<file path="src/rtl/cmd_sched_pkg.sv">
// Shared types and sizing helpers for the command scheduler issue path.
package cmd_sched_pkg;

    typedef enum logic [1:0] {
        IDLE = 2'd0,
        HOLD = 2'd1,
        GAP  = 2'd2
    } cmd_issue_state_t;

    localparam int GAP_CYCLES_DFLT = 1;

    function automatic int src_idx_w(input int n);
        return (n <= 1) ? 1 : $clog2(n);
    endfunction

    // A zero-gap build still needs a one-bit counter to stay legal.
    function automatic int gap_cnt_w(input int gap);
        return (gap < 1) ? 1 : $clog2(gap + 1);
    endfunction

    localparam int GAP_CNT_W = gap_cnt_w(GAP_CYCLES_DFLT);

endpackage

</file>
<file path="src/rtl/cmd_grant_issuer_onehot_to_bin.sv">
// Combinational one-hot encoder with one-hot and zero qualifiers.
module onehot_to_bin
    import cmd_sched_pkg::*;
#(
    parameter int NUM_SRC = 5,
    parameter int IDX_W   = src_idx_w(NUM_SRC)
) (
    input  logic [NUM_SRC-1:0] vec,
    output logic [IDX_W-1:0]   idx,
    output logic               is_onehot,
    output logic               is_zero
);

    logic [IDX_W:0] ones;

    always_comb begin
        idx  = '0;
        ones = '0;
        for (int i = 0; i < NUM_SRC; i++) begin
            if (vec[i]) begin
                idx  = idx | IDX_W'(i);
                ones = ones + (IDX_W + 1)'(1);
            end
        end
        is_onehot = (ones == (IDX_W + 1)'(1));
        is_zero   = ~|vec;
    end

endmodule

</file>
<file path="src/rtl/cmd_grant_issuer.sv">
// Turns a validated one-hot grant into a held DRAM command with
// ready/valid issue, a registered source ack and a minimum issue gap.
module cmd_grant_issuer
    import cmd_sched_pkg::*;
#(
    parameter  int NUM_SRC    = 5,
    parameter  int CMD_W      = 32,
    parameter  int GAP_CYCLES = 1,
    localparam int SRC_IDX_W  = src_idx_w(NUM_SRC),
    localparam int GAP_W      = gap_cnt_w(GAP_CYCLES)
) (
    input  logic                     clk,
    input  logic                     rst_n,
    input  logic [NUM_SRC-1:0]       grant_onehot,
    input  logic                     look_ahead,
    input  logic [NUM_SRC*CMD_W-1:0] src_cmd,
    output logic                     cmd_valid,
    input  logic                     cmd_ready,
    output logic [CMD_W-1:0]         cmd_data,
    output logic [SRC_IDX_W-1:0]     cmd_src_idx,
    output logic [NUM_SRC-1:0]       src_ack,
    output logic                     busy,
    output logic                     grant_err,
    input  logic                     err_clr
);

    cmd_issue_state_t     state_q, state_d;
    logic [GAP_W-1:0]     gap_cnt_q, gap_cnt_d;
    logic [CMD_W-1:0]     data_q, data_d;
    logic [SRC_IDX_W-1:0] idx_q, idx_d;
    logic [NUM_SRC-1:0]   ack_q, ack_d;
    logic                 err_q, err_d;

    logic [SRC_IDX_W-1:0] enc_idx;
    logic                 enc_onehot;
    logic                 enc_zero;
    logic [CMD_W-1:0]     sel_cmd;
    logic                 err_set;

    onehot_to_bin #(
        .NUM_SRC (NUM_SRC),
        .IDX_W   (SRC_IDX_W)
    ) u_enc (
        .vec       (grant_onehot),
        .idx       (enc_idx),
        .is_onehot (enc_onehot),
        .is_zero   (enc_zero)
    );

    always_comb begin
        sel_cmd = '0;
        for (int i = 0; i < NUM_SRC; i++) begin
            if (enc_idx == SRC_IDX_W'(i)) begin
                sel_cmd = src_cmd[i*CMD_W +: CMD_W];
            end
        end
    end

    always_comb begin
        state_d   = state_q;
        gap_cnt_d = gap_cnt_q;
        data_d    = data_q;
        idx_d     = idx_q;
        ack_d     = '0;
        err_set   = 1'b0;
        unique case (state_q)
            IDLE: begin
                if (look_ahead) begin
                    if (enc_onehot) begin
                        data_d  = sel_cmd;
                        idx_d   = enc_idx;
                        state_d = HOLD;
                    end else if (!enc_zero) begin
                        err_set = 1'b1;
                    end
                end
            end
            HOLD: begin
                if (cmd_ready) begin
                    ack_d = NUM_SRC'(1) << idx_q;
                    if (GAP_CYCLES > 0) begin
                        gap_cnt_d = GAP_W'(GAP_CYCLES - 1);
                        state_d   = GAP;
                    end else begin
                        state_d = IDLE;
                    end
                end
            end
            GAP: begin
                if (gap_cnt_q == '0) begin
                    state_d = IDLE;
                end else begin
                    gap_cnt_d = gap_cnt_q - GAP_W'(1);
                end
            end
            default: state_d = IDLE;
        endcase
        // A fresh error outranks a same-cycle clear.
        err_d = err_set ? 1'b1 : (err_clr ? 1'b0 : err_q);
    end

    always_ff @(posedge clk or negedge rst_n) begin
        if (!rst_n) begin
            state_q   <= IDLE;
            gap_cnt_q <= '0;
            data_q    <= '0;
            idx_q     <= '0;
            ack_q     <= '0;
            err_q     <= 1'b0;
        end else begin
            state_q   <= state_d;
            gap_cnt_q <= gap_cnt_d;
            data_q    <= data_d;
            idx_q     <= idx_d;
            ack_q     <= ack_d;
            err_q     <= err_d;
        end
    end

    assign cmd_valid   = (state_q == HOLD);
    assign busy        = (state_q != IDLE);
    assign cmd_data    = data_q;
    assign cmd_src_idx = idx_q;
    assign src_ack     = ack_q;
    assign grant_err   = err_q;

endmodule

</file>
<file path="config.mk">
export PLATFORM = sky130hd
export DESIGN_NAME = cmd_grant_issuer
export DESIGN_NICKNAME = d
export VERILOG_FILES = /design/src/rtl/cmd_sched_pkg.sv /design/src/rtl/cmd_grant_issuer_onehot_to_bin.sv /design/src/rtl/cmd_grant_issuer.sv
export SDC_FILE = /design/constraint.sdc
export NUM_CORES = 1
export LEC_CHECK = 0
export ABC_AREA = 1
export ABC_CLOCK_PERIOD_IN_PS = 1400
export BUFFER_PORTS_ARGS = -buffer_cell sky130_fd_sc_hd__buf_2
export CORE_MARGIN = 3
export CORE_UTILIZATION = 39
export DETAILED_ROUTE_END_ITERATION = 16
export PLACE_DENSITY = 0.83
export SKIP_CTS_REPAIR_TIMING = 1
export SLEW_MARGIN = 20
export SYNTH_ARGS = -nofsm -noshare
export SYNTH_HDL_FRONTEND = slang
export SYNTH_SLANG_ARGS = --single-unit
</file>
<file path="constraint.sdc">
create_clock -name clk -period 1.4 [get_ports clk]
set_input_delay 0.21 -clock clk [delete_from_list [all_inputs] [get_ports clk]]
set_output_delay 0.21 -clock clk [all_outputs]
set_load 0.02 [all_outputs]
</file>
; ---- Yosys cells after proc, flatten, opt, wreduce, memory -nomap -nowiden
; Index checks and enable logic that the tools add are counted.
[classes]
addsub = 5
eq_ne = 11
shifts = 1
muxes = 30
reduce_logical = 9
[ops]
columns = operator, n
row1 = two-way mux 32 bit, 5
row2 = "adder 4 x 1 -> 4 bit, second input constant", 4
row3 = two-way mux 4 bit, 4
row4 = two-way mux 2 bit, 6
row5 = two-way mux 1 bit, 10
row6 = two-way mux 5 bit, 2
row7 = "equality test 3 x 2 -> 1 bit, second input constant", 2
row8 = "!= test 2 bit, second input constant", 3
row9 = one-hot mux 2 bit (3 select lines), 1
row10 = nonzero test 2 bit, 3
row11 = OR reduction 5 bit, 1
row12 = "<< shifter 1 x 3 -> 5 bit, first input constant", 1
row13 = "equality test 4 x 1 -> 1 bit, second input constant", 1
row14 = AND reduction 4 bit, 1
row15 = "equality test 3 x 1 -> 1 bit, second input constant", 1
row16 = "equality test 3 bit, second input constant", 1
row17 = logical NOT 3 bit, 1
row18 = two-way mux 3 bit, 1
row19 = AND reduction 3 bit, 1
row20 = "equality test 2 x 1 -> 1 bit, second input constant", 1
row21 = "equality test 2 bit, second input constant", 1
row22 = logical NOT 2 bit, 1
row23 = "!= test 2 x 1 -> 1 bit, second input constant", 1
row24 = one-hot mux 1 bit (2 select lines), 1
row25 = other kinds (2), 2
[word_totals]
ff_bits = 44
input_bits = 170
output_inout_bits = 43
elab_cells = 62

; ---- Depth between registers and ports, before layout
; Gate-level depths: netlist of the first run.
[depth]
word_depth = 14
depth_mapped = 18
ltp_nobuf = 17

; ---- By module
; Synthesis of the first run repeated with hierarchy kept, for this count alone.
[unflattened]
cells_unflattened = 648
hier_area_um2 = 3722.3
[by_module_without_submodules]
columns = module, n_inst, cells_each, area_each_um2, seq_area_each_um2
row1 = cmd_grant_issuer, 1, 594, 3442.1, 1076.0
row2 = onehot_to_bin, 1, 54, 280.3, 0.0

; ---- Least setup slack after synthesis of the first run
; OpenSTA, ideal clock, no wires.
[synth_timing]
path_type = input -> register
from = in grant_onehot[1]
to = reg data_q[0] (netlist: cmd_data[0])
setup_time_ps = 65
t_arrival_ps = 2723
required_time_ps = 1335
path_slack_ps = -1388
path_stages = 18
path_buffers = 1
cell_sequence = clkinv_1 ha_1 inv_1 nand2_1 nand2_1 inv_1 ha_1 or2_1 nand2_1 inv_1 ha_1 or2_2 nand2_2 nand2_1 nor2_4 buf_4 nand3_1 nand2_1
[synth_between]
elab_chain_len = 10
elab_cells_between_ends = 23
cone_classes = add/sub: 3 / eq/ne: 5 / mux: 13 / reduce/logical: 2
[synth_rtl]
columns = element, line_no
row1 = start: declaration, cmd_grant_issuer.sv:14  ; input logic [NUM_SRC-1:0] grant_onehot,
row2 = "parallel branches: the longest is 10 deep, another holds adder 4 x 1 -> 4 bit", --
row3 = end signal: assignment, cmd_grant_issuer.sv:113  ; data_q <= data_d;
row4 = end: declaration, cmd_grant_issuer.sv:29  ; logic [CMD_W-1:0] data_q, data_d;
; Several ways; the timed one is not identified.
; A chain may end at the register's enable or synchronous reset.

; ---- Final worst setup path of the first run
[layout_timing]
from = in grant_onehot[1]
to = reg data_q[19] (netlist: cmd_data[19])
; Same word-level chain as after synthesis.

==> metrics.txt, run 1 <==
# TYPE chip_impl_metric gauge
chip_impl_metric{name="tightest_slew",unit="ns"} 0.421
chip_impl_metric{name="cts_sinks",unit=""} 43
chip_impl_metric{name="preCtsSetupSlack",unit="ns"} -1.45
chip_impl_metric{name="die_h",unit="um"} 98.5
chip_impl_metric{name="synth_xor_area_share",unit="%"} 0
chip_impl_metric{name="fill_cells",unit=""} 737
chip_impl_info{name="rsz0062_at_grt",value="yes"} 1
chip_impl_metric{name="post_drt_wl_per_cell",unit="um"} 14.7
chip_impl_metric{name="track_usage",unit="%"} 25.1
chip_impl_metric{name="r2r.worst_path.cells",unit=""} 6
chip_impl_metric{name="synthesis.nets",unit=""} 723
chip_impl_metric{name="synthAdderAreaFrac",unit="%"} 1.87
chip_impl_metric{name="core",unit="um^2"} 8260
chip_impl_info{name="yosys-top-cells-area",value="sky130_fd_sc_hd__dfrtp_1, sky130_fd_sc_hd__nand2_1, sky130_fd_sc_hd__nand3_1"} 1
chip_impl_metric{name="gr-total-overflow",unit=""} 0
chip_impl_metric{name="timing.final.crit_share",unit="%"} 172
chip_impl_metric{name="setup_ws_post_layout",unit="ns"} -1.01
chip_impl_metric{name="vias",unit=""} 4644
chip_impl_metric{name="area.growth.synth_to_final",unit="%"} 58.9
chip_impl_info{name="synth_top_family_by_area",value="simple AND/OR/NAND/NOR gates"} 1
chip_impl_metric{name="worst_slew_margin_rel",unit="%"} 71.9
chip_impl_metric{name="final_cells",unit=""} 893
chip_impl_metric{name="number_of_global_route_vias_before_repair",unit=""} 4368
chip_impl_metric{name="gp_congestion",unit=""} 0.916
chip_impl_metric{name="synth_simple_gate_area_share",unit="%"} 46.9
chip_impl_info{name="timing.hold.worst.class",value="in2reg"} 1
chip_impl_metric{name="initial_core_util",unit="%"} 40.4
chip_impl_metric{name="timing.fmax",unit="GHz"} 0.416
chip_impl_metric{name="antenna-diode-count",unit=""} 0
chip_impl_info{name="worstSetupStartpoint",value="grant_onehot[1]"} 1
chip_impl_metric{name="wl_on_met1",unit="um"} 5040
chip_impl_metric{name="post_synthesis_compound_gate_area_fraction",unit="%"} 5.40
chip_impl_metric{name="placedCellCount",unit=""} 877
chip_impl_metric{name="critical_path.max_fanout",unit=""} 7
chip_impl_metric{name="report.final.slew_viol_count",unit=""} 0
chip_impl_metric{name="utilization_after_layout",unit="%"} 64.2
chip_impl_metric{name="cts-root-to-sink-buffers",unit=""} 2
chip_impl_metric{name="crit_required",unit="ns"} 1.63
chip_impl_metric{name="detail_route.iter0.violations",unit=""} 265
chip_impl_metric{name="tritoncts.num_buffers",unit=""} 5
chip_impl_metric{name="synth_area_per_cell",unit="um^2"} 6.09
chip_impl_metric{name="buffer_ports.inserted",unit=""} 212
chip_impl_metric{name="synthDominantCellAreaShare",unit="%"} 32.2
chip_impl_metric{name="route.final.wire_length",unit="um"} 13200
chip_impl_metric{name="async_flop_share",unit="%"} 100
chip_impl_metric{name="synth_enable_flop_cells",unit=""} 0
chip_impl_metric{name="powerDensity",unit="nW/um^2"} 1110
chip_impl_info{name="worstSetupPathType",value="in2reg"} 1
chip_impl_metric{name="leakagePower",unit="nW"} 3.12
chip_impl_metric{name="design_power_total",unit="mW"} 5.88
chip_impl_metric{name="clk-insertion-delay-late",unit="ns"} 0.29
chip_impl_info{name="most_common_flop_cell_mapped_by_yosys",value="sky130_fd_sc_hd__dfrtp_1"} 1
chip_impl_info{name="topRoutingLayerUsed",value="met4"} 1
chip_impl_metric{name="drc_errors",unit=""} 0
chip_impl_metric{name="met2_wl",unit="um"} 6430
chip_impl_metric{name="cp_data_arrival_time",unit="ns"} 2.63
chip_impl_info{name="synth_area_leader_cell",value="sky130_fd_sc_hd__dfrtp_1"} 1
chip_impl_metric{name="hold_depth",unit=""} 2
chip_impl_metric{name="setup-violations-final",unit=""} 37
chip_impl_metric{name="detail_route.vias_per_cell",unit=""} 5.20
chip_impl_metric{name="seq_area_frac_synth",unit="%"} 32.2
chip_impl_metric{name="antenna_found_initial",unit=""} 0
chip_impl_info{name="critical_path.endpoint_type",value="register"} 1
chip_impl_info{name="origin_of_the_critical_flop_to_flop_path",value="state_q[0]"} 1
chip_impl_metric{name="worst_ir_drop_vdd",unit="uV"} 608
chip_impl_metric{name="die-width",unit="um"} 98.5
chip_impl_metric{name="detailedRoute.firstPassIterationCount",unit=""} 5
chip_impl_metric{name="layout.cell_area.non_filler",unit="um^2"} 5300
chip_impl_metric{name="tns",unit="ns"} -35.76
chip_impl_metric{name="min_period",unit="ns"} 2.41
chip_impl_metric{name="grt_first_pass_wirelength",unit="um"} 19900
chip_impl_metric{name="grt_max_degree",unit=""} 29
chip_impl_metric{name="floorplan.io_pins",unit=""} 213
chip_impl_metric{name="wl_met3",unit="um"} 1190
chip_impl_metric{name="number_of_standard_cells_after_synthesis",unit=""} 548
chip_impl_info{name="startpoint_type_of_the_worst_setup_path",value="input port"} 1
chip_impl_metric{name="nNetsFinal",unit=""} 962
chip_impl_info{name="status",value="finished, violations left"} 1
chip_impl_info{name="min_from",value="cmd_ready"} 1
chip_impl_info{name="tritoncts",value="built"} 1
chip_impl_metric{name="final_layout_size_suffix_gt1_share",unit="%"} 40.6
chip_impl_metric{name="h_tree_levels",unit=""} 2
chip_impl_metric{name="synth.cell_area",unit="um^2"} 3340
chip_impl_metric{name="route.antenna.remaining_nets",unit=""} 0
chip_impl_info{name="cts_root_cell",value="sky130_fd_sc_hd__clkbuf_8"} 1
chip_impl_metric{name="yosys_warnings",unit=""} 0
chip_impl_metric{name="ys_types",unit=""} 24
chip_impl_metric{name="final_hold_vios",unit=""} 0
chip_impl_metric{name="worst_case_hold_slack",unit="ns"} 0.109
chip_impl_metric{name="dieArea",unit="um^2"} 9710
chip_impl_metric{name="placed_wire_length_estimate_after_detailed_placement",unit="um"} 9890
chip_impl_metric{name="max_cap_viol_count",unit=""} 0
chip_impl_metric{name="post_dp_cell_area",unit="um^2"} 4890
chip_impl_metric{name="synthMuxAreaShare",unit="%"} 0
chip_impl_metric{name="finalClockSkew",unit="ns"} 0.00270
chip_impl_metric{name="clk_transition_reported_paths",unit="ns"} 0.08
chip_impl_info{name="violations",value="setup timing"} 1
chip_impl_metric{name="yosys_register_bits",unit=""} 43
chip_impl_metric{name="placement_rows",unit=""} 33
synth_stat cells (3+ instances only):
cell type	instances
sky130_fd_sc_hd__buf_1	3
sky130_fd_sc_hd__buf_2	10
sky130_fd_sc_hd__buf_4	3
sky130_fd_sc_hd__clkbuf_1	14
sky130_fd_sc_hd__dfrtp_1	43
sky130_fd_sc_hd__ha_1	5
sky130_fd_sc_hd__inv_1	81
sky130_fd_sc_hd__inv_2	3
sky130_fd_sc_hd__nand2_1	158
sky130_fd_sc_hd__nand3_1	75
sky130_fd_sc_hd__nand4_1	37
sky130_fd_sc_hd__nor2_1	65
sky130_fd_sc_hd__nor4_1	4
sky130_fd_sc_hd__o21ai_0	33
layout by cell type, fill, tap and decap left out:
| cell type | instances |
|---|---|
| sky130_fd_sc_hd__clkbuf_16 | 3 |
| sky130_fd_sc_hd__buf_2 | 209 |
| sky130_fd_sc_hd__o21ai_2 | 2 |
| sky130_fd_sc_hd__nand3_2 | 21 |
| sky130_fd_sc_hd__ha_2 | 1 |
| sky130_fd_sc_hd__nand4_1 | 37 |
| sky130_fd_sc_hd__o21ai_0 | 32 |
| sky130_fd_sc_hd__inv_2 | 6 |
| sky130_fd_sc_hd__clkbuf_1 | 1 |
| sky130_fd_sc_hd__dlygate4sd3_1 | 1 |
| sky130_fd_sc_hd__inv_4 | 1 |
| sky130_fd_sc_hd__clkbuf_8 | 7 |
| sky130_fd_sc_hd__nand2_1 | 150 |
| sky130_fd_sc_hd__nor2_1 | 65 |
| sky130_fd_sc_hd__buf_6 | 2 |
| sky130_fd_sc_hd__nand3_1 | 54 |
| sky130_fd_sc_hd__dfrtp_1 | 43 |
| sky130_fd_sc_hd__buf_12 | 10 |
| sky130_fd_sc_hd__buf_4 | 37 |
| sky130_fd_sc_hd__nor3_4 | 2 |
| sky130_fd_sc_hd__ha_1 | 1 |
| sky130_fd_sc_hd__nor4_1 | 4 |
| sky130_fd_sc_hd__or2_4 | 2 |
| sky130_fd_sc_hd__nand4_4 | 1 |
| sky130_fd_sc_hd__or2_1 | 1 |
| sky130_fd_sc_hd__nand2_2 | 6 |
| sky130_fd_sc_hd__inv_1 | 77 |
| sky130_fd_sc_hd__nor2_4 | 3 |
| sky130_fd_sc_hd__nand2_4 | 3 |
| sky130_fd_sc_hd__ha_4 | 3 |
| sky130_fd_sc_hd__a21oi_1 | 2 |
| sky130_fd_sc_hd__clkinv_16 | 1 |
layer usage:
layer | global-route usage [%] | vias up
met2 | 43.5 | 277
met1 | 31.0 | 2106
li1 | - | 2213
met5 | 0 | -
met3 | 3.68 | 48
met4 | 10.9 | 0
power breakdown:
part	internal [mW]	total [mW]	switching [mW]
Combinational	1.16	2.98	1.82
Clock	0.451	0.859	0.409
Sequential	1.71	2.04	0.324
final cells by class:
| class | count | area, um^2 | area share, % |
|---|---|---|---|
| multi-input cells | 390 | 2020 | 38.0 |
| inverters | 85 | 348 | 6.56 |
| repair buffers | 262 | 1630 | 30.8 |
| clock buffers | 8 | 100 | 1.89 |
| flip-flops and latches | 43 | 1080 | 20.3 |
| well taps | 105 | 131 | 2.48 |
worst paths after layout:
| check | to | slack [ns] |
|---|---|---|
| hold / removal | state_q[0] | 0.11 |
| hold reg to reg | cmd_data[30] | 0.47 |
| min in group asynchronous | cmd_data[15] | 0.38 |
| setup reg to reg | cmd_data[2] | -0.02 |
| setup / recovery | cmd_data[19] | -1.01 |
| max in group asynchronous | cmd_src_idx[2] | 0.53 |
worst max-delay path: stages:
cell and delay, ns:
sky130_fd_sc_hd__buf_12 0.10, sky130_fd_sc_hd__clkinv_16 0.04, sky130_fd_sc_hd__buf_4 0.12, sky130_fd_sc_hd__ha_1 0.17, sky130_fd_sc_hd__inv_1 0.05, sky130_fd_sc_hd__nand2_1 0.09, sky130_fd_sc_hd__nand2_2 0.12, sky130_fd_sc_hd__ha_4 0.21
sky130_fd_sc_hd__or2_1 0.25, sky130_fd_sc_hd__nand2_2 0.10, sky130_fd_sc_hd__inv_2 0.05, sky130_fd_sc_hd__ha_4 0.20, sky130_fd_sc_hd__or2_4 0.24, sky130_fd_sc_hd__nand2_4 0.09, sky130_fd_sc_hd__nand2_4 0.05, sky130_fd_sc_hd__nor2_4 0.10
sky130_fd_sc_hd__buf_12 0.15, sky130_fd_sc_hd__clkbuf_16 0.16, sky130_fd_sc_hd__nand3_2 0.05, sky130_fd_sc_hd__nand2_1 0.07
state kept, by name, indices dropped and copies added, names as in the netlist:
| name | flops |
|---|---|
| cmd_data | 32 |
| state_q | 2 |
| src_ack | 5 |
| grant_err | 1 |
| cmd_src_idx | 3 |
logic make-up (layout without fill, tap and decap cells):
group	Yosys count	in the layout
simple gates	349	349
buf+inv	115	355
flops	43	43
compound gates	36	36
fa+ha+maj	5	5
No activity file was read; power rests on OpenSTA's default activity.
==> run 2: changes to the inputs <==
--- a/config.mk
+++ b/config.mk
@@ -5,13 +5,12 @@
 export SDC_FILE = /design/constraint.sdc
 export NUM_CORES = 1
 export LEC_CHECK = 0
-export ABC_AREA = 1
 export ABC_CLOCK_PERIOD_IN_PS = 1400
 export BUFFER_PORTS_ARGS = -buffer_cell sky130_fd_sc_hd__buf_2
 export CORE_MARGIN = 3
 export CORE_UTILIZATION = 39
 export DETAILED_ROUTE_END_ITERATION = 16
-export PLACE_DENSITY = 0.83
+export PLACE_DENSITY = 0.84
 export SKIP_CTS_REPAIR_TIMING = 1
 export SLEW_MARGIN = 20
 export SYNTH_ARGS = -nofsm -noshare
==> metrics.txt, run 2 <==
# TYPE chip_impl_metric gauge
chip_impl_info{name="status",value="finished, violations left"} 1
chip_impl_info{name="violations",value="setup timing"} 1
chip_impl_metric{name="synth_xor_area_share",unit="%"} 1.53
chip_impl_metric{name="leakagePower",unit="nW"} 2.65
chip_impl_metric{name="die-width",unit="um"} 97.5
chip_impl_metric{name="route.antenna.remaining_nets",unit=""} 0
chip_impl_metric{name="yosys_register_bits",unit=""} 43
chip_impl_info{name="cts_root_cell",value="sky130_fd_sc_hd__clkbuf_8"} 1
chip_impl_metric{name="worst_ir_drop_vdd",unit="uV"} 597
chip_impl_metric{name="dieArea",unit="um^2"} 9500
chip_impl_metric{name="detailedRoute.firstPassIterationCount",unit=""} 4
chip_impl_metric{name="route.final.wire_length",unit="um"} 12000
chip_impl_metric{name="clk-insertion-delay-late",unit="ns"} 0.29
chip_impl_metric{name="layout.cell_area.non_filler",unit="um^2"} 4890
chip_impl_metric{name="r2r.worst_path.cells",unit=""} 5
chip_impl_info{name="rsz0062_at_grt",value="yes"} 1
chip_impl_metric{name="cp_num_buf_inv",unit=""} 4
chip_impl_info{name="yosys-top-cells-count",value="sky130_fd_sc_hd__a21oi_1, sky130_fd_sc_hd__nor2_1, sky130_fd_sc_hd__dfrtp_1, sky130_fd_sc_hd__mux2i_1, sky130_fd_sc_hd__mux2_4"} 1
chip_impl_metric{name="number_of_global_route_vias_before_repair",unit=""} 3782
chip_impl_metric{name="utilization_after_layout",unit="%"} 61.7
chip_impl_metric{name="h_tree_levels",unit=""} 2
chip_impl_metric{name="grt_first_pass_wirelength",unit="um"} 18000
chip_impl_metric{name="wl_on_met1",unit="um"} 4720
chip_impl_metric{name="fill_cells",unit=""} 665
chip_impl_metric{name="setup-violations-final",unit=""} 37
chip_impl_metric{name="timing.fmax",unit="GHz"} 0.399
chip_impl_metric{name="design_power_total",unit="mW"} 6.06
chip_impl_info{name="worstPathCellList",value="buf_8 > inv_4 > ha_4 > xor2_2 > ha_1 > inv_2 > a21oi_2 > ha_2 > xor3_1 > nor4b_4 > o21ai_4 > clkbuf_16 > mux2_4"} 1
chip_impl_metric{name="gr-total-overflow",unit=""} 0
chip_impl_metric{name="placement_rows",unit=""} 32
chip_impl_metric{name="initial_core_util",unit="%"} 41.2
chip_impl_metric{name="met2_wl",unit="um"} 6080
chip_impl_metric{name="final_cells",unit=""} 693
chip_impl_info{name="timing.critical_path.slowest_stage_cell",value="sky130_fd_sc_hd__nor4b_4"} 1
chip_impl_metric{name="antenna_found_initial",unit=""} 0
chip_impl_metric{name="antenna-diode-count",unit=""} 0
chip_impl_metric{name="cts_sinks",unit=""} 43
chip_impl_metric{name="grt_max_degree",unit=""} 44
chip_impl_metric{name="die_h",unit="um"} 97.5
chip_impl_metric{name="synth.cell_area",unit="um^2"} 3260
chip_impl_metric{name="max_cap_viol_count",unit=""} 0
chip_impl_metric{name="tns",unit="ns"} -38.99
chip_impl_metric{name="synth_area_per_cell",unit="um^2"} 8.94
chip_impl_metric{name="core",unit="um^2"} 7930
chip_impl_info{name="topRoutingLayerUsed",value="met4"} 1
chip_impl_info{name="synth_most_common_cell",value="sky130_fd_sc_hd__a21oi_1"} 1
chip_impl_metric{name="detail_route.iter0.violations",unit=""} 132
chip_impl_info{name="final_common_cell",value="sky130_fd_sc_hd__buf_2"} 1
chip_impl_info{name="cp_top_family",value="adder cells"} 1
chip_impl_metric{name="seq_area_frac_synth",unit="%"} 33.0
chip_impl_info{name="worstSetupPathType",value="in2reg"} 1
chip_impl_info{name="synth_top_family_by_area",value="multiplexers"} 1
chip_impl_metric{name="cp_data_arrival_time",unit="ns"} 2.68
chip_impl_metric{name="report.final.slew_viol_count",unit=""} 0
chip_impl_metric{name="gp_congestion",unit=""} 0.867
chip_impl_metric{name="ys_types",unit=""} 38
chip_impl_info{name="critical_path.endpoint_type",value="register"} 1
chip_impl_metric{name="tightest_slew",unit="ns"} 0.552
chip_impl_metric{name="hold_depth",unit=""} 2
chip_impl_info{name="startpoint_type_of_the_worst_setup_path",value="input port"} 1
chip_impl_metric{name="synthesis.nets",unit=""} 540
chip_impl_metric{name="synthMuxAreaShare",unit="%"} 23.0
chip_impl_metric{name="synth_enable_flop_cells",unit=""} 0
chip_impl_metric{name="drc_errors",unit=""} 0
chip_impl_metric{name="placed_wire_length_estimate_after_detailed_placement",unit="um"} 8830
chip_impl_metric{name="final_hold_vios",unit=""} 0
chip_impl_metric{name="area.growth.synth_to_final",unit="%"} 49.8
chip_impl_metric{name="vias",unit=""} 3733
chip_impl_metric{name="min_period",unit="ns"} 2.50
chip_impl_metric{name="crit_required",unit="ns"} 1.58
chip_impl_metric{name="async_flop_share",unit="%"} 100
chip_impl_metric{name="preCtsSetupSlack",unit="ns"} -1.52
chip_impl_metric{name="synthAdderAreaFrac",unit="%"} 1.92
chip_impl_metric{name="worst_case_hold_slack",unit="ns"} 0.0983
chip_impl_metric{name="buffer_ports.inserted",unit=""} 212
chip_impl_metric{name="finalClockSkew",unit="ns"} 0.00426
chip_impl_metric{name="nNetsFinal",unit=""} 765
chip_impl_metric{name="setup_ws_post_layout",unit="ns"} -1.10
chip_impl_metric{name="timing.critical_path.slowest_cell_delay",unit="ns"} 0.35
chip_impl_metric{name="track_usage",unit="%"} 23.2
chip_impl_metric{name="number_of_standard_cells_after_synthesis",unit=""} 365
chip_impl_metric{name="worst_slew_margin_rel",unit="%"} 63.2
chip_impl_info{name="synth_area_leader_cell",value="sky130_fd_sc_hd__dfrtp_1"} 1
chip_impl_metric{name="clk_transition_reported_paths",unit="ns"} 0.08
chip_impl_metric{name="post_dp_cell_area",unit="um^2"} 4660
chip_impl_metric{name="floorplan.io_pins",unit=""} 213
chip_impl_metric{name="final_layout_size_suffix_gt1_share",unit="%"} 51.1
chip_impl_metric{name="post_drt_wl_per_cell",unit="um"} 17.4
chip_impl_info{name="most_common_flop_cell_mapped_by_yosys",value="sky130_fd_sc_hd__dfrtp_1"} 1
chip_impl_metric{name="tritoncts.num_buffers",unit=""} 5
chip_impl_metric{name="wl_met3",unit="um"} 966
chip_impl_metric{name="yosys_warnings",unit=""} 0
chip_impl_metric{name="post_synthesis_compound_gate_area_fraction",unit="%"} 18.5
chip_impl_metric{name="synthDominantCellAreaShare",unit="%"} 33.0
chip_impl_info{name="most-common-layout-cells",value="sky130_fd_sc_hd__buf_2, sky130_fd_sc_hd__a21oi_1, sky130_fd_sc_hd__nor2_1"} 1
chip_impl_info{name="timing.hold.worst.class",value="in2reg"} 1
chip_impl_metric{name="regToRegSetupSlack",unit="ns"} -0.26
chip_impl_info{name="tritoncts",value="built"} 1
chip_impl_metric{name="synth_simple_gate_area_share",unit="%"} 16.8
chip_impl_metric{name="cts-root-to-sink-buffers",unit=""} 2
chip_impl_metric{name="placedCellCount",unit=""} 680
chip_impl_metric{name="critical_path.max_fanout",unit=""} 6
chip_impl_metric{name="timing.final.crit_share",unit="%"} 179
chip_impl_info{name="yosys-top-cells-area",value="sky130_fd_sc_hd__dfrtp_1, sky130_fd_sc_hd__mux2_4, sky130_fd_sc_hd__a21oi_1"} 1
chip_impl_info{name="worstSetupStartpoint",value="grant_onehot[1]"} 1
chip_impl_metric{name="powerDensity",unit="nW/um^2"} 1240
chip_impl_info{name="min_from",value="err_clr"} 1
chip_impl_metric{name="max_reg_flops",unit=""} 32
chip_impl_metric{name="logic_depth_of_the_worst_path_buffers_included",unit=""} 13
chip_impl_info{name="origin_of_the_critical_flop_to_flop_path",value="state_q[1]"} 1
chip_impl_metric{name="detail_route.vias_per_cell",unit=""} 5.39
-- run 2: cell count changes after synthesis, moves of 8 or more --
cell                       delta
sky130_fd_sc_hd__mux2i_1     +28
sky130_fd_sc_hd__inv_1       -71
sky130_fd_sc_hd__o21ai_0     -16
sky130_fd_sc_hd__and2_0      +12
sky130_fd_sc_hd__o221ai_1    +10
sky130_fd_sc_hd__nor3_1       +8
sky130_fd_sc_hd__a21oi_1     +58
sky130_fd_sc_hd__nand2_1    -134
sky130_fd_sc_hd__mux2_4      +26
sky130_fd_sc_hd__nor2_1      -20
sky130_fd_sc_hd__nand4_1     -37
sky130_fd_sc_hd__nand3_1     -75
-- run 2: cell families after synthesis --
group,Yosys count
DFF,43
buffers and inverters,38
muxes,61
xor gates and xnor gates,4
and+or+nand+nor,112
adders and majority gates,5
AOI/OAI and AO/OA,102
-- run 2: final cells by class --
cell class	count	area, um^2	share of cell area [%]
repair buffers	246	1480	30.2
flip-flops and latches	43	1080	22.0
well taps	102	128	2.61
inverters	10	45.0	0.921
multi-input cells	284	2060	42.2
clock buffers	8	100	2.05
-- run 2: worst reg2reg max path, cell delays in order (launching register included) --
cell and delay, ns:
sky130_fd_sc_hd__dfrtp_1 0.38, sky130_fd_sc_hd__or2_4 0.26, sky130_fd_sc_hd__nor2_1 0.22, sky130_fd_sc_hd__o21ai_4 0.18, sky130_fd_sc_hd__clkbuf_16 0.21, sky130_fd_sc_hd__mux2_4 0.29
-- run 2: where the power goes --
part | internal, mW | switching, mW | leakage, nW
Clock | 0.451 | 0.422 | 0.0515
Combinational | 1.52 | 1.59 | 2.05
Sequential | 1.75 | 0.334 | 0.546
-- run 2: routing by layer --
metal / track usage [%] / vias to the layer above
met5: 0 / -
met4: 8.95 / 0
met3: 4.95 / 33
met2: 41.4 / 210
met1: 26.9 / 1746
li1: - / 1744
-- run 2: worst paths after layout --
path / end
min in group asynchronous: cmd_data[21]
max in group asynchronous: cmd_data[31]
worst min-delay path: grant_err
worst min register to register: src_ack[1]
worst max register to register: cmd_data[8]
worst max-delay path: cmd_data[8]
==> run 3: changes to the inputs <==
--- a/config.mk
+++ b/config.mk
@@ -8,11 +8,12 @@
 export ABC_CLOCK_PERIOD_IN_PS = 1400
 export BUFFER_PORTS_ARGS = -buffer_cell sky130_fd_sc_hd__buf_2
 export CORE_MARGIN = 3
-export CORE_UTILIZATION = 39
+export CORE_UTILIZATION = 38
 export DETAILED_ROUTE_END_ITERATION = 16
-export PLACE_DENSITY = 0.84
+export PLACE_DENSITY = 0.77
 export SKIP_CTS_REPAIR_TIMING = 1
 export SLEW_MARGIN = 20
 export SYNTH_ARGS = -nofsm -noshare
 export SYNTH_HDL_FRONTEND = slang
+export SYNTH_HIERARCHICAL = 1
 export SYNTH_SLANG_ARGS = --single-unit
==> metrics.txt, run 3 <==
# TYPE chip_impl_metric gauge
chip_impl_metric{name="gp_congestion",unit=""} 0.951
chip_impl_metric{name="powerDensity",unit="nW/um^2"} 1240
chip_impl_metric{name="cp_data_arrival_time",unit="ns"} 2.98
chip_impl_metric{name="detail_route.iter0.violations",unit=""} 140
chip_impl_info{name="cp_top_family",value="simple AND/OR/NAND/NOR gates"} 1
chip_impl_metric{name="gr-total-overflow",unit=""} 0
chip_impl_info{name="synth_area_leader_cell",value="sky130_fd_sc_hd__dfrtp_1"} 1
chip_impl_metric{name="h_tree_levels",unit=""} 2
chip_impl_info{name="rsz0062_at_grt",value="yes"} 1
chip_impl_metric{name="final_hold_vios",unit=""} 0
chip_impl_info{name="origin_of_the_critical_flop_to_flop_path",value="state_q[0]"} 1
chip_impl_metric{name="max_cap_viol_count",unit=""} 0
chip_impl_info{name="yosys-top-cells-area",value="sky130_fd_sc_hd__dfrtp_1, sky130_fd_sc_hd__mux2i_1, sky130_fd_sc_hd__o21ai_0"} 1
chip_impl_metric{name="timing.final.crit_share",unit="%"} 200
chip_impl_info{name="most-common-layout-cells",value="sky130_fd_sc_hd__buf_2, sky130_fd_sc_hd__o21ai_1, sky130_fd_sc_hd__dfrtp_1"} 1
chip_impl_metric{name="finalClockSkew",unit="ns"} 0.00457
chip_impl_metric{name="yosys_warnings",unit=""} 6
chip_impl_metric{name="setup_ws_post_layout",unit="ns"} -1.41
chip_impl_metric{name="crit_required",unit="ns"} 1.57
chip_impl_info{name="cts_root_cell",value="sky130_fd_sc_hd__clkbuf_8"} 1
chip_impl_info{name="critical_path.endpoint_type",value="register"} 1
chip_impl_info{name="worstSetupPathType",value="in2reg"} 1
chip_impl_metric{name="antenna_found_initial",unit=""} 0
chip_impl_metric{name="route.final.wire_length",unit="um"} 11600
chip_impl_metric{name="async_flop_share",unit="%"} 100
chip_impl_metric{name="timing.critical_path.slowest_cell_delay",unit="ns"} 0.37
chip_impl_metric{name="yosys_register_bits",unit=""} 43
chip_impl_info{name="timing.hold.worst.class",value="in2reg"} 1
chip_impl_metric{name="detail_route.vias_per_cell",unit=""} 5.35
chip_impl_info{name="worstPathCellList",value="buf_8 > ha_4 > and2b_4 > or2_4 > ha_4 > or2b_1 > o31ai_4 > inv_1 > ha_2 > xnor2_2 > xnor2_1 > o41ai_2 > buf_4 > nand3_4 > buf_8 > nand2_1 > o21ai_2"} 1
chip_impl_metric{name="utilization_after_layout",unit="%"} 61.6
chip_impl_metric{name="placed_wire_length_estimate_after_detailed_placement",unit="um"} 8810
chip_impl_info{name="tritoncts",value="built"} 1
chip_impl_metric{name="seq_area_frac_synth",unit="%"} 34.4
chip_impl_metric{name="leakagePower",unit="nW"} 2.52
chip_impl_metric{name="antenna-diode-count",unit=""} 0
chip_impl_metric{name="min_period",unit="ns"} 2.81
chip_impl_metric{name="synthMuxAreaShare",unit="%"} 10.6
chip_impl_info{name="most_common_flop_cell_mapped_by_yosys",value="sky130_fd_sc_hd__dfrtp_1"} 1
chip_impl_metric{name="synth_area_per_cell",unit="um^2"} 8.61
chip_impl_metric{name="tightest_slew",unit="ns"} 1.03
chip_impl_metric{name="r2r.worst_path.cells",unit=""} 6
chip_impl_metric{name="worst_slew_margin_rel",unit="%"} 31.2
chip_impl_metric{name="synthesis.nets",unit=""} 538
chip_impl_metric{name="setup-violations-final",unit=""} 37
chip_impl_info{name="min_from",value="err_clr"} 1
chip_impl_metric{name="number_of_standard_cells_after_synthesis",unit=""} 363
chip_impl_metric{name="tns",unit="ns"} -50.48
chip_impl_metric{name="floorplan.io_pins",unit=""} 213
chip_impl_metric{name="area.growth.synth_to_final",unit="%"} 54.8
chip_impl_metric{name="critical_path.max_fanout",unit=""} 15
chip_impl_metric{name="nNetsFinal",unit=""} 761
chip_impl_info{name="yosys-top-cells-count",value="sky130_fd_sc_hd__o21ai_0, sky130_fd_sc_hd__dfrtp_1, sky130_fd_sc_hd__nand2_1, sky130_fd_sc_hd__mux2i_1, sky130_fd_sc_hd__nand3b_1"} 1
chip_impl_metric{name="regToRegSetupSlack",unit="ns"} 0.09
chip_impl_info{name="final_common_cell",value="sky130_fd_sc_hd__buf_2"} 1
chip_impl_metric{name="timing.fmax",unit="GHz"} 0.356
chip_impl_metric{name="post_synthesis_compound_gate_area_fraction",unit="%"} 25.8
chip_impl_metric{name="die_h",unit="um"} 96.7
chip_impl_metric{name="post_dp_cell_area",unit="um^2"} 4460
chip_impl_metric{name="final_layout_size_suffix_gt1_share",unit="%"} 49.7
chip_impl_metric{name="max_reg_flops",unit=""} 32
chip_impl_metric{name="detailedRoute.firstPassIterationCount",unit=""} 4
chip_impl_metric{name="synth.cell_area",unit="um^2"} 3120
chip_impl_metric{name="dieArea",unit="um^2"} 9350
chip_impl_metric{name="cp_num_buf_inv",unit=""} 4
chip_impl_info{name="holdPathEnd",value="grant_err"} 1
chip_impl_metric{name="core",unit="um^2"} 7850
chip_impl_metric{name="clk-insertion-delay-late",unit="ns"} 0.29
chip_impl_metric{name="ys_types",unit=""} 39
chip_impl_metric{name="worst_ir_drop_vdd",unit="uV"} 672
chip_impl_metric{name="cts-root-to-sink-buffers",unit=""} 2
chip_impl_metric{name="synth_enable_flop_cells",unit=""} 0
chip_impl_info{name="startpoint_type_of_the_worst_setup_path",value="input port"} 1
chip_impl_metric{name="number_of_global_route_vias_before_repair",unit=""} 3700
chip_impl_info{name="synth_top_family_by_area",value="compound AO/OA/AOI/OAI gates"} 1
chip_impl_metric{name="drc_errors",unit=""} 0
chip_impl_info{name="timing.critical_path.slowest_stage_cell",value="sky130_fd_sc_hd__o41ai_2"} 1
chip_impl_metric{name="initial_core_util",unit="%"} 39.8
chip_impl_metric{name="vias",unit=""} 3688
chip_impl_metric{name="grt_first_pass_wirelength",unit="um"} 17900
chip_impl_metric{name="hold_depth",unit=""} 2
chip_impl_metric{name="route.antenna.remaining_nets",unit=""} 0
chip_impl_info{name="violations",value="setup timing"} 1
chip_impl_metric{name="cts_sinks",unit=""} 43
chip_impl_metric{name="synthAdderAreaFrac",unit="%"} 2.00
chip_impl_metric{name="clk_transition_reported_paths",unit="ns"} 0.08
chip_impl_metric{name="buffer_ports.inserted",unit=""} 212
chip_impl_metric{name="die-width",unit="um"} 96.7
chip_impl_metric{name="synth_xor_area_share",unit="%"} 1.88
chip_impl_metric{name="post_drt_wl_per_cell",unit="um"} 16.9
chip_impl_metric{name="synth_simple_gate_area_share",unit="%"} 18.5
chip_impl_metric{name="tritoncts.num_buffers",unit=""} 5
chip_impl_metric{name="grt_max_degree",unit=""} 44
chip_impl_info{name="worst_reg2reg_endpoint",value="cmd_data[13]"} 1
chip_impl_metric{name="synthDominantCellAreaShare",unit="%"} 34.4
chip_impl_metric{name="track_usage",unit="%"} 23.1
chip_impl_info{name="status",value="finished, violations left"} 1
chip_impl_metric{name="placement_rows",unit=""} 32
chip_impl_metric{name="layout.cell_area.non_filler",unit="um^2"} 4840
chip_impl_metric{name="report.final.slew_viol_count",unit=""} 0
chip_impl_info{name="synth_most_common_cell",value="sky130_fd_sc_hd__o21ai_0"} 1
[run 3: changes by cell type in the layout (fill, tap and decap cells not counted), moves of 8 or more]
cell	change
sky130_fd_sc_hd__o211a_1	+13
sky130_fd_sc_hd__a211oi_1	+17
sky130_fd_sc_hd__nand2_1	+15
sky130_fd_sc_hd__o221ai_1	-10
sky130_fd_sc_hd__and2_0	-12
sky130_fd_sc_hd__nor3_1	-8
sky130_fd_sc_hd__a21oi_1	-59
sky130_fd_sc_hd__o22ai_1	+19
sky130_fd_sc_hd__nand3b_1	+29
sky130_fd_sc_hd__nor2_1	-40
sky130_fd_sc_hd__o21ai_1	+55
sky130_fd_sc_hd__mux2_4	-26
[run 3: how the worst max path moves through the flow]
stage | startpoint | to | slack [ns] | depth (start not counted)
2_1_floorplan | grant_onehot[0] | cmd_data[24] | -1.48 | 16
3_3_place_gp | grant_onehot[0] | cmd_data[17] | -1.70 | 16
3_5_place_dp | grant_onehot[1] | cmd_data[22] | -1.83 | 16
4_1_cts | grant_onehot[1] | cmd_data[22] | -1.52 | 16
5_1_grt | grant_onehot[1] | cmd_data[6] | -1.48 | 17
6_report | grant_onehot[1] | cmd_data[13] | -1.41 | 17
[run 3: cell type report]
class | count | area [um^2]
Clock buffer | 6 | 82.6
Clock inverter | 2 | 35.0
Fill cell | 733 | 3010
Inverter | 8 | 30.0
Multi-Input combinational cell | 278 | 2000
Sequential cell | 43 | 1080
Tap cell | 102 | 128
Timing Repair Buffer | 250 | 1490
[run 3: routing by layer]
metal	global-route usage [%]	routed length (um)	share of wire (%)
met2	42.8	5930	51
met4	4.32	157	1.4
met5	0	0	0
met3	4.40	786	6.8
met1	27.9	4750	41
[run 3: logic make-up (layout without fill, tap and decap cells)]
kind of cell | count (synthesis) | in the layout
compound gates | 132 | 132
simple gates | 103 | 103
xor+xnor | 5 | 5
fa+ha+maj | 5 | 5
flops | 43 | 43
mux | 33 | 33
buf+inv | 42 | 266
[run 3: through the flow]
stage          total power, mW  instances  hold slack [ns]  worst slack [ns]
2_1_floorplan             3.63        363          -0.0856             -1.48
3_3_place_gp              4.67        672            0.203             -1.70
3_5_place_dp              4.75        672            0.211             -1.83
4_1_cts                   5.76        680           -0.106             -1.52
5_1_grt                   6.39        689           0.0861             -1.48
6_report                  5.99        689            0.108             -1.41
[run 3: power breakdown]
group          total, mW  switching (mW)  internal, mW
Combinational       2.89            1.68          1.21
Sequential          2.09           0.338          1.75
Clock               1.01           0.435         0.578
Total               5.99            2.45          3.54
[run 3: worst register-to-register path: stages (launching register included)]
cell and delay (ns):
sky130_fd_sc_hd__dfrtp_1 0.44, sky130_fd_sc_hd__nor2_4 0.17, sky130_fd_sc_hd__buf_4 0.14, sky130_fd_sc_hd__nand3_4 0.13, sky130_fd_sc_hd__buf_8 0.19, sky130_fd_sc_hd__nand2_1 0.08, sky130_fd_sc_hd__o21ai_2 0.05
